File: src/rtl/adat_frame_writer_ctrl_pkg.sv
// Shared constants and writer state encoding for the ADAT-to-I2S frame buffer.
// The I2S transmitter is expected to import the same constants.
package adat_buf_pkg;

   localparam int unsigned FRAME_BITS            = 256;
   localparam int unsigned FRAME_IDX_BITS        = 8;
   localparam int unsigned DEFAULT_CIRC_BUF_BITS = 3;

   typedef enum logic [1:0] {
      StIdle,
      StWaitSync,
      StCapture
   } writer_state_e;

endpackage

File: src/rtl/adat_frame_writer_ctrl_if.sv
// Write port of the circular frame RAM: {slot, bit index} address, one data bit, enable.
interface adat_frame_writer_ctrl_if
   import adat_buf_pkg::*;
#(
   parameter int unsigned CIRC_BUF_BITS = DEFAULT_CIRC_BUF_BITS
) ();

   logic [CIRC_BUF_BITS+FRAME_IDX_BITS-1:0] ram_write_addr;
   logic                                    ram_write_data;
   logic                                    ram_write_en;

   modport master (
      output ram_write_addr,
      output ram_write_data,
      output ram_write_en
   );

   modport slave (
      input ram_write_addr,
      input ram_write_data,
      input ram_write_en
   );

endinterface

File: src/rtl/adat_frame_writer_ctrl.sv
// Writes recovered ADAT bits into 256-bit frame slots, publishes the newest complete
// slot and refuses to commit into the slot the I2S transmitter is reading.
module adat_frame_writer_ctrl
   import adat_buf_pkg::*;
#(
   parameter int unsigned CIRC_BUF_BITS = DEFAULT_CIRC_BUF_BITS,
   parameter int unsigned LOCK_FRAMES   = 8
) (
   input  logic                     clk_x4_i,
   input  logic                     rst_i,
   input  logic                     adat_locked_i,
   input  logic                     bit_valid_i,
   input  logic                     bit_data_i,
   input  logic                     frame_sync_i,
   input  logic [CIRC_BUF_BITS-1:0] read_frame_i,
   adat_frame_writer_ctrl_if.master ram_write,
   output logic [CIRC_BUF_BITS-1:0] last_good_frame_idx_o,
   output logic                     resync_req_o,
   output logic                     frame_error_o,
   output logic                     overrun_o
);

   localparam logic [FRAME_IDX_BITS-1:0] LAST_IDX  = FRAME_IDX_BITS'(FRAME_BITS - 1);
   localparam logic [7:0]                LOCK_CNT  = 8'(LOCK_FRAMES);
   localparam logic [CIRC_BUF_BITS-1:0]  SLOT_INIT = CIRC_BUF_BITS'(1);

   writer_state_e                            state_q, state_d;
   logic [CIRC_BUF_BITS-1:0]                 slot_q, slot_d;
   logic [FRAME_IDX_BITS-1:0]                idx_q, idx_d;
   logic [7:0]                               good_q, good_d;
   logic [CIRC_BUF_BITS-1:0]                 last_q, last_d;
   logic                                     resync_q, resync_d;
   logic                                     we_q, we_d;
   logic [CIRC_BUF_BITS+FRAME_IDX_BITS-1:0]  waddr_q, waddr_d;
   logic                                     wdata_q, wdata_d;
   logic                                     ferr_q, ferr_d;
   logic                                     ovr_q, ovr_d;

   logic                                     accept;
   logic [FRAME_IDX_BITS-1:0]                bit_idx;
   logic [CIRC_BUF_BITS-1:0]                 slot_next;

   always_ff @(posedge clk_x4_i or posedge rst_i) begin
      if (rst_i) begin
         state_q  <= StIdle;
         slot_q   <= SLOT_INIT;
         idx_q    <= '0;
         good_q   <= '0;
         last_q   <= '0;
         resync_q <= 1'b0;
         we_q     <= 1'b0;
         waddr_q  <= '0;
         wdata_q  <= 1'b0;
         ferr_q   <= 1'b0;
         ovr_q    <= 1'b0;
      end else begin
         state_q  <= state_d;
         slot_q   <= slot_d;
         idx_q    <= idx_d;
         good_q   <= good_d;
         last_q   <= last_d;
         resync_q <= resync_d;
         we_q     <= we_d;
         waddr_q  <= waddr_d;
         wdata_q  <= wdata_d;
         ferr_q   <= ferr_d;
         ovr_q    <= ovr_d;
      end
   end

   always_comb begin
      state_d   = state_q;
      slot_d    = slot_q;
      idx_d     = idx_q;
      good_d    = good_q;
      last_d    = last_q;
      resync_d  = resync_q | (good_q >= LOCK_CNT);
      we_d      = 1'b0;
      waddr_d   = waddr_q;
      wdata_d   = wdata_q;
      ferr_d    = 1'b0;
      ovr_d     = 1'b0;
      accept    = 1'b0;
      bit_idx   = frame_sync_i ? '0 : idx_q;
      slot_next = slot_q + SLOT_INIT;

      if (!adat_locked_i) begin
         // Partial frame is dropped silently; slot and published index survive.
         state_d  = StIdle;
         good_d   = '0;
         resync_d = 1'b0;
      end else begin
         unique case (state_q)
            StIdle: state_d = StWaitSync;
            StWaitSync: begin
               if (frame_sync_i) begin
                  idx_d   = '0;
                  state_d = StCapture;
                  accept  = bit_valid_i;
               end
            end
            StCapture: begin
               if (frame_sync_i) begin
                  if (idx_q != '0) begin
                     ferr_d = 1'b1;
                     good_d = '0;
                  end
                  idx_d = '0;
               end
               accept = bit_valid_i;
            end
            default: state_d = StIdle;
         endcase
      end

      if (accept) begin
         we_d    = 1'b1;
         waddr_d = {slot_q, bit_idx};
         wdata_d = bit_data_i;
         idx_d   = bit_idx + 1'b1;
         if (bit_idx == LAST_IDX) begin
            state_d = StWaitSync;
            // Next slot equal to the read slot means the frame stays unpublished and is rewritten.
            if (slot_next != read_frame_i) begin
               last_d = slot_q;
               slot_d = slot_next;
               good_d = (good_q == 8'hFF) ? good_q : good_q + 8'd1;
            end else begin
               ovr_d = 1'b1;
            end
         end
      end
   end

   assign ram_write.ram_write_addr = waddr_q;
   assign ram_write.ram_write_data = wdata_q;
   assign ram_write.ram_write_en   = we_q;
   assign last_good_frame_idx_o    = last_q;
   assign resync_req_o             = resync_q;
   assign frame_error_o            = ferr_q;
   assign overrun_o                = ovr_q;

endmodule
File: src/flat_wrapper.sv
// flat-port wrapper written by rule: the top's interface ports become plain ports
module adat_frame_writer_ctrl_flat import adat_buf_pkg::*;
#(
   parameter int unsigned CIRC_BUF_BITS = DEFAULT_CIRC_BUF_BITS,
   parameter int unsigned LOCK_FRAMES   = 8
)
  (clk_x4_i, rst_i, adat_locked_i, bit_valid_i, bit_data_i, frame_sync_i, read_frame_i, last_good_frame_idx_o, resync_req_o, frame_error_o, overrun_o, ram_write_ram_write_addr, ram_write_ram_write_data, ram_write_ram_write_en);
  adat_frame_writer_ctrl_if #(.CIRC_BUF_BITS(CIRC_BUF_BITS)) ram_write_i ();
  input  logic clk_x4_i;
  input  logic rst_i;
  input  logic adat_locked_i;
  input  logic bit_valid_i;
  input  logic bit_data_i;
  input  logic frame_sync_i;
  input  logic [CIRC_BUF_BITS-1:0] read_frame_i;
  output logic [CIRC_BUF_BITS-1:0] last_good_frame_idx_o;
  output logic resync_req_o;
  output logic frame_error_o;
  output logic overrun_o;
  output wire logic [$bits(ram_write_i.ram_write_addr)-1:0] ram_write_ram_write_addr;
  output wire logic [$bits(ram_write_i.ram_write_data)-1:0] ram_write_ram_write_data;
  output wire logic [$bits(ram_write_i.ram_write_en)-1:0] ram_write_ram_write_en;
  assign ram_write_ram_write_addr = ram_write_i.ram_write_addr;
  assign ram_write_ram_write_data = ram_write_i.ram_write_data;
  assign ram_write_ram_write_en = ram_write_i.ram_write_en;
  adat_frame_writer_ctrl #(.CIRC_BUF_BITS(CIRC_BUF_BITS), .LOCK_FRAMES(LOCK_FRAMES)) u_core (.clk_x4_i(clk_x4_i), .rst_i(rst_i), .adat_locked_i(adat_locked_i), .bit_valid_i(bit_valid_i), .bit_data_i(bit_data_i), .frame_sync_i(frame_sync_i), .read_frame_i(read_frame_i), .ram_write(ram_write_i), .last_good_frame_idx_o(last_good_frame_idx_o), .resync_req_o(resync_req_o), .frame_error_o(frame_error_o), .overrun_o(overrun_o));
endmodule
File: config.mk
export PLATFORM = sky130hd
export DESIGN_NAME = adat_frame_writer_ctrl_flat
export DESIGN_NICKNAME = d
export VERILOG_FILES = /design/src/rtl/adat_frame_writer_ctrl_pkg.sv /design/src/rtl/adat_frame_writer_ctrl_if.sv /design/src/rtl/adat_frame_writer_ctrl.sv /design/src/flat_wrapper.sv
export SDC_FILE = /design/constraint.sdc
export NUM_CORES = 1
export LEC_CHECK = 0
export ABC_AREA = 1
export CAP_MARGIN = 15
export CORE_MARGIN = 10
export CORE_UTILIZATION = 52
export DETAILED_ROUTE_END_ITERATION = 12
export GPL_TIMING_DRIVEN = 0
export PLACE_DENSITY = 0.81
export SLEW_MARGIN = 20
export SYNTH_ARGS = -nofsm -noshare
export SYNTH_HDL_FRONTEND = slang
export SYNTH_SLANG_ARGS = --single-unit
File: constraint.sdc
create_clock -name clk_x4_i -period 2.8 [get_ports clk_x4_i]
set_input_delay 0.56 -clock clk_x4_i [delete_from_list [all_inputs] [get_ports clk_x4_i]]
set_output_delay 0.56 -clock clk_x4_i [all_outputs]
set_load 0.05 [all_outputs]
Word-level counts from Yosys, hierarchy flattened

Index checks and enable logic that the tools add are counted.

Bitwise gates (word level): 1
Add/subtract/negate cells: 3
Reduce and logical (&&, ||, !) cells: 7
Magnitude comparators: 1
Equal/unequal tests: 6
Muxes and demuxes: 29

Operators with widths:

| kind                  | number |
|---|---|
| $mux W8               | 12 |
| $add A8 B1 Y8 const B | 2 |
| $eq A8 B8 Y1 const B  | 2 |
| $mux W1               | 11 |
| $ge A8 B4 Y1 const B  | 1 |
| $mux W2               | 4 |
| $reduce_bool A8 Y1    | 1 |
| $pmux W2 S3           | 1 |
| $ne A4 B4 Y1 const B  | 1 |
| $reduce_bool A2 Y1    | 2 |
| $add A3 B1 Y3 const B | 1 |
| $ne A3 B3 Y1          | 1 |
| $reduce_and A3 Y1     | 1 |
| $eq A2 B1 Y1 const B  | 1 |
| $eq A2 B2 Y1 const B  | 1 |
| $logic_not A2 Y1      | 1 |
| $pmux W1 S2           | 1 |
| $reduce_and A2 Y1     | 1 |
| $reduce_or A2 Y1      | 1 |
| $or A1 B1 Y1          | 1 |

Input bits: 9
Register bits after elaboration: 40
Output and inout port bits: 19
Word-level logic and storage cells: 58

Longest topological paths before layout

Depth after elaboration: 8
Mapped depth: 15
Mapped depth without buffers: 13

Worst setup path after synthesis

No wires, ideal clock.

Path kind: input-to-reg
From: input port frame_sync_i
To: register u_core.good_q[3]
Setup time: 0.113 ns
Stages: 13
Buffers on the path: 2
Path slack: 0.840 ns
Arrival: 1.847 ns
Required time: 2.687 ns
Path through: buf_6 nor2_1 ha_1 nand2_1 nor2_2 nand2_2 nor3_4 nand2_2 buf_6 nand2_1 nand2_1 nand2_1 inv_1

Elaborated cells on any way between the ends: 12
Classes of those cells: 2 x eq/ne; 10 x mux

RTL lines:

| item                   | RTL line                      | source |
|---|---|---|
| start: declaration     | flat_wrapper.sv:14            | `input logic frame_sync_i;` |
| $mux W8 *              | n/a                           |  |
| via u_core.bit_idx[0]  | adat_frame_writer_ctrl.sv:40  | `logic [FRAME_IDX_BITS-1:0] bit_idx;` |
| $eq A8 B8 Y1 *         | adat_frame_writer_ctrl.sv:121 | `if (bit_idx == LAST_IDX) begin` |
| $mux W8                | adat_frame_writer_ctrl.sv:121 |  |
| $mux W8                | adat_frame_writer_ctrl.sv:116 | `if (accept) begin` |
| end signal: assignment | adat_frame_writer_ctrl.sv:60  | `good_q <= good_d;` |
| end: declaration       | adat_frame_writer_ctrl.sv:30  | `logic [7:0] good_q, good_d;` |

Mark *: on every way through the listed nets, which the timed path passes. The rest lies on a longest branch.
A chain may end at the register's enable or synchronous reset.

Worst setup path in the final report

From: input port adat_locked_i
To: register u_core.good_q[4]

Elaborated cells on any way between the ends: 6
Classes of those cells: 1 x eq/ne; 5 x mux

RTL lines:

| item                                                     | RTL line                     | source |
|---|---|---|
| start: declaration                                       | flat_wrapper.sv:11           | `input logic adat_locked_i;` |
| $mux W1 *                                                | adat_frame_writer_ctrl.sv:87 | `if (!adat_locked_i) begin` |
| via u_core.accept                                        | adat_frame_writer_ctrl.sv:39 | `logic accept;` |
| $ne A4 B4 Y1 (no source line) or $mux W8 (tied branches) | n/a                          |  |

Marked as above.

==> impl_results.md <==
* Startpoint types: input pin
* Clock Sinks at 40
* Top cells by area, synth: dfrtp_1, nand2_1, inv_1
* GR Util All Layers at 0.129
* Yosys warning total at 0
* CTS Buf Count at 5
* Nets at roughly 330
* Number of max-cap violations at 0
* Starting density of the core at 0.542
* Gr ovfl total at 0
* Pre-CTS setup slack at approximately 430 ps
* Commonest cells after routing, fill and taps aside: nand2_1, inv_1, dfrtp_1
* Class of the most critical hold timing path: reg -> reg
* Post-layout util at 0.648
* Crit. End Element: flop
* Period Utilization, post-route at 0.738
* Most area-hungry cell type in the Yosys netlist: dfrtp_1
* Worst-case setup margin in the final layout at approximately 730 ps
* Count of final max-slew check failures at 0
* Minimum clock period at 2070 ps
* R2R setup slack at roughly 800 ps
* Post-Syn Area at ~2200 µm²
* Synth Register Bits at 40
* Multi-input logic area at between 900 and 1000 µm²
* Hpwl dp at roughly 3.5 mm
* Clk slew on worst S/H paths at ~80 ps
* CTS tree: yes
* Hold WS at 488 ps
* I/O pins at 28
* Pwr dens at 546 nW/µm²
* Yosys cell types at 29
* Run status: completed
* CP Max Fanout at 10
* DIE HEIGHT at 85.0 µm
* Setup CP Type: in -> reg
* Post-cts resize count at 0
* Vias per cell at about 5.0
* Worst EP required at roughly 3000 ps
* # diodes at 0
* F_max at ~0.48 GHz
* Hold Buf Count CTS at 0
* Layout Area Growth over Synthesis at 19.6%
* Sequential share of the synthesized area at 0.456
* Peak VDD IR at roughly 0.00032 V
* First-pass GRT wire length at ~8 mm
* Syn_nets at between 200 and 300
* Clk buf depth at 2
* Mapped Cells at around 280
* Worst Path Arrival at 2250 ps
* Final Setup Violations at 0
* Worst-Margin Slew at between 500 and 600 ps
* Antenna Nets Post-Route at 0
* Postcts setup bufs at 0
* DR iter-0 viols at between 80 and 90
* Fillers at between 300 and 400
* Worst-Skew Late Latency at about 290 ps
* H-tree Lvls at 2
* Buffers on Ports at 26
* DRC viols at 0
* Row count at 23
* Pin count of the biggest net entering global routing at 26
* Chip Width at roughly 85 µm
* Core area at around 4100 µm²
* Routed WL at ~4.6 mm
* Die area at 7230 µm²
* Share of Yosys cell area claimed by the top area cell type at 0.444
* Sequential cell area at around 1000 µm²
* Final hold vios at 0
* Clock Root Buffer: clkbuf_8
* Routed via count at ~1,800
* Setup TNS at 0 ps
* WL per Instance at ~13 µm
* Commonest non-fill, non-tap cell in the layout: nand2_1
* Layout cells sized above 1 at 0.105
* First drt pass iteration count at 5
* Leak pwr at 1.34 nW
* RSZ-0062 raised after global routing: false
* Number of global-route vias before repair at around 1,800
* Placer Congestion at roughly 0.88
* Clock Skew at just under 7 ps
* Initial antenna violation count at 0
* Syn Area/Cell at roughly 8 µm²
* Max-slew headroom at 0.653
-- power breakdown --
part           leakage (nW)  switching [mW]  internal, mW
combinational         0.763           0.258         0.127
sequential            0.528          0.0396         0.633
clock                0.0479           0.206         0.174
-- logic make-up (layout without fill, tap and decap cells) --
group / Yosys count / count (layout) / share of synthesized area
AND/OR/NAND/NOR: 140 / 140 / 0.290
AO/OA/AOI/OAI: 29 / 29 / 0.0739
XOR/XNOR: 8 / 8 / 0.0319
buffers and inverters: 53 / 88 / 0.104
flip-flops: 40 / 40 / 0.456
adder cells (fa/ha/maj): 8 / 8 / 0.0455
-- flip-flops by register name (all words and copies together) (netlist names) --
| register | cells |
|---|---|
| u_core.ram_write.ram_write_addr | 11 |
| u_core.ram_write.ram_write_en | 1 |
| u_core.overrun_o | 1 |
| u_core.last_good_frame_idx_o | 3 |
| u_core.good_q | 8 |
| u_core.idx_q | 8 |
| u_core.slot_q | 3 |
| u_core.frame_error_o | 1 |
| u_core.ram_write.ram_write_data | 1 |
| u_core.state_q | 2 |
| u_core.resync_req_o | 1 |
-- final timing paths --
| check | cells past startpoint | from | end |
|---|---|---|---|
| setup / recovery | 11 | adat_locked_i | u_core.good_q[4]$_DFFE_PP0P_ |
| hold / removal | 2 | u_core.ram_write.ram_write_addr[0]$_DFFE_PP0N_ | u_core.ram_write.ram_write_addr[0]$_DFFE_PP0N_ |
| setup reg to reg | 12 | u_core.state_q[0]$_DFF_PP0_ | u_core.good_q[4]$_DFFE_PP0P_ |
| hold reg to reg | 2 | u_core.ram_write.ram_write_addr[0]$_DFFE_PP0N_ | u_core.ram_write.ram_write_addr[0]$_DFFE_PP0N_ |
| max in group asynchronous | 3 | rst_i | u_core.slot_q[0]$_DFFE_PP1P_ |
| min in group asynchronous | 2 | rst_i | u_core.ram_write.ram_write_addr[2]$_DFFE_PP0N_ |
-- metrics by stage --
stage          instances  area [µm²]  power (mW)
6_report             363        2630        1.44
5_1_grt              363        2630        1.51
4_1_cts              363        2630        1.45
3_5_place_dp         355        2540        1.07
3_3_place_gp         354        2520        1.06
2_1_floorplan        278        2200       0.938
-- critical path: stages --
cell	delay, ps
clkdlybuf4s50_1	550
nand2_2	130
nor2_4	120
nand2_4	110
clkinv_2	120
nand3_2	150
nor2_4	150
buf_6	150
nand3_1	80
nand2_1	70
nor2_1	40
-- synth_stat cells --
| library cell | instances |
|---|---|
| clkinv_4 | 1 |
| xor2_1 | 6 |
| o21ai_2 | 1 |
| dfrtp_1 | 39 |
| nor2_4 | 2 |
| nand2_1 | 79 |
| o21ai_1 | 1 |
| dfstp_2 | 1 |
| a21oi_1 | 2 |
| o31ai_1 | 3 |
| inv_1 | 46 |
| o21bai_1 | 1 |
| clkinv_2 | 1 |
| nor3_1 | 2 |
| o21ai_0 | 20 |
| nor2_1 | 22 |
| nand2_2 | 6 |
| nand4_1 | 4 |
| xnor2_1 | 2 |
| nand3_1 | 17 |
| buf_1 | 1 |
| ha_1 | 8 |
| nand2_4 | 2 |
| nand3_2 | 2 |
| buf_6 | 3 |
| o311ai_0 | 1 |
| clkbuf_1 | 1 |
| nor2_2 | 3 |
| nor3_4 | 1 |
-- metal layers --
layer,track usage,up-vias,share of wire
li1,-,930,-
met1,0.165,849,0.47
met2,0.206,35,0.47
met3,0.0421,4,0.057
met4,0.0314,0,0.0083
met5,0,-,0
-- cell type report --
class,instances,area share
inverters,48,0.0709
multi-input cells,185,0.369
repair buffers,27,0.107
clock inverters,3,0.00714
flip-flops and latches,40,0.381
clock buffers,5,0.0262
well taps,50,0.0238
plain buffers,5,0.0157
Power figures use the tool's default switching activity.
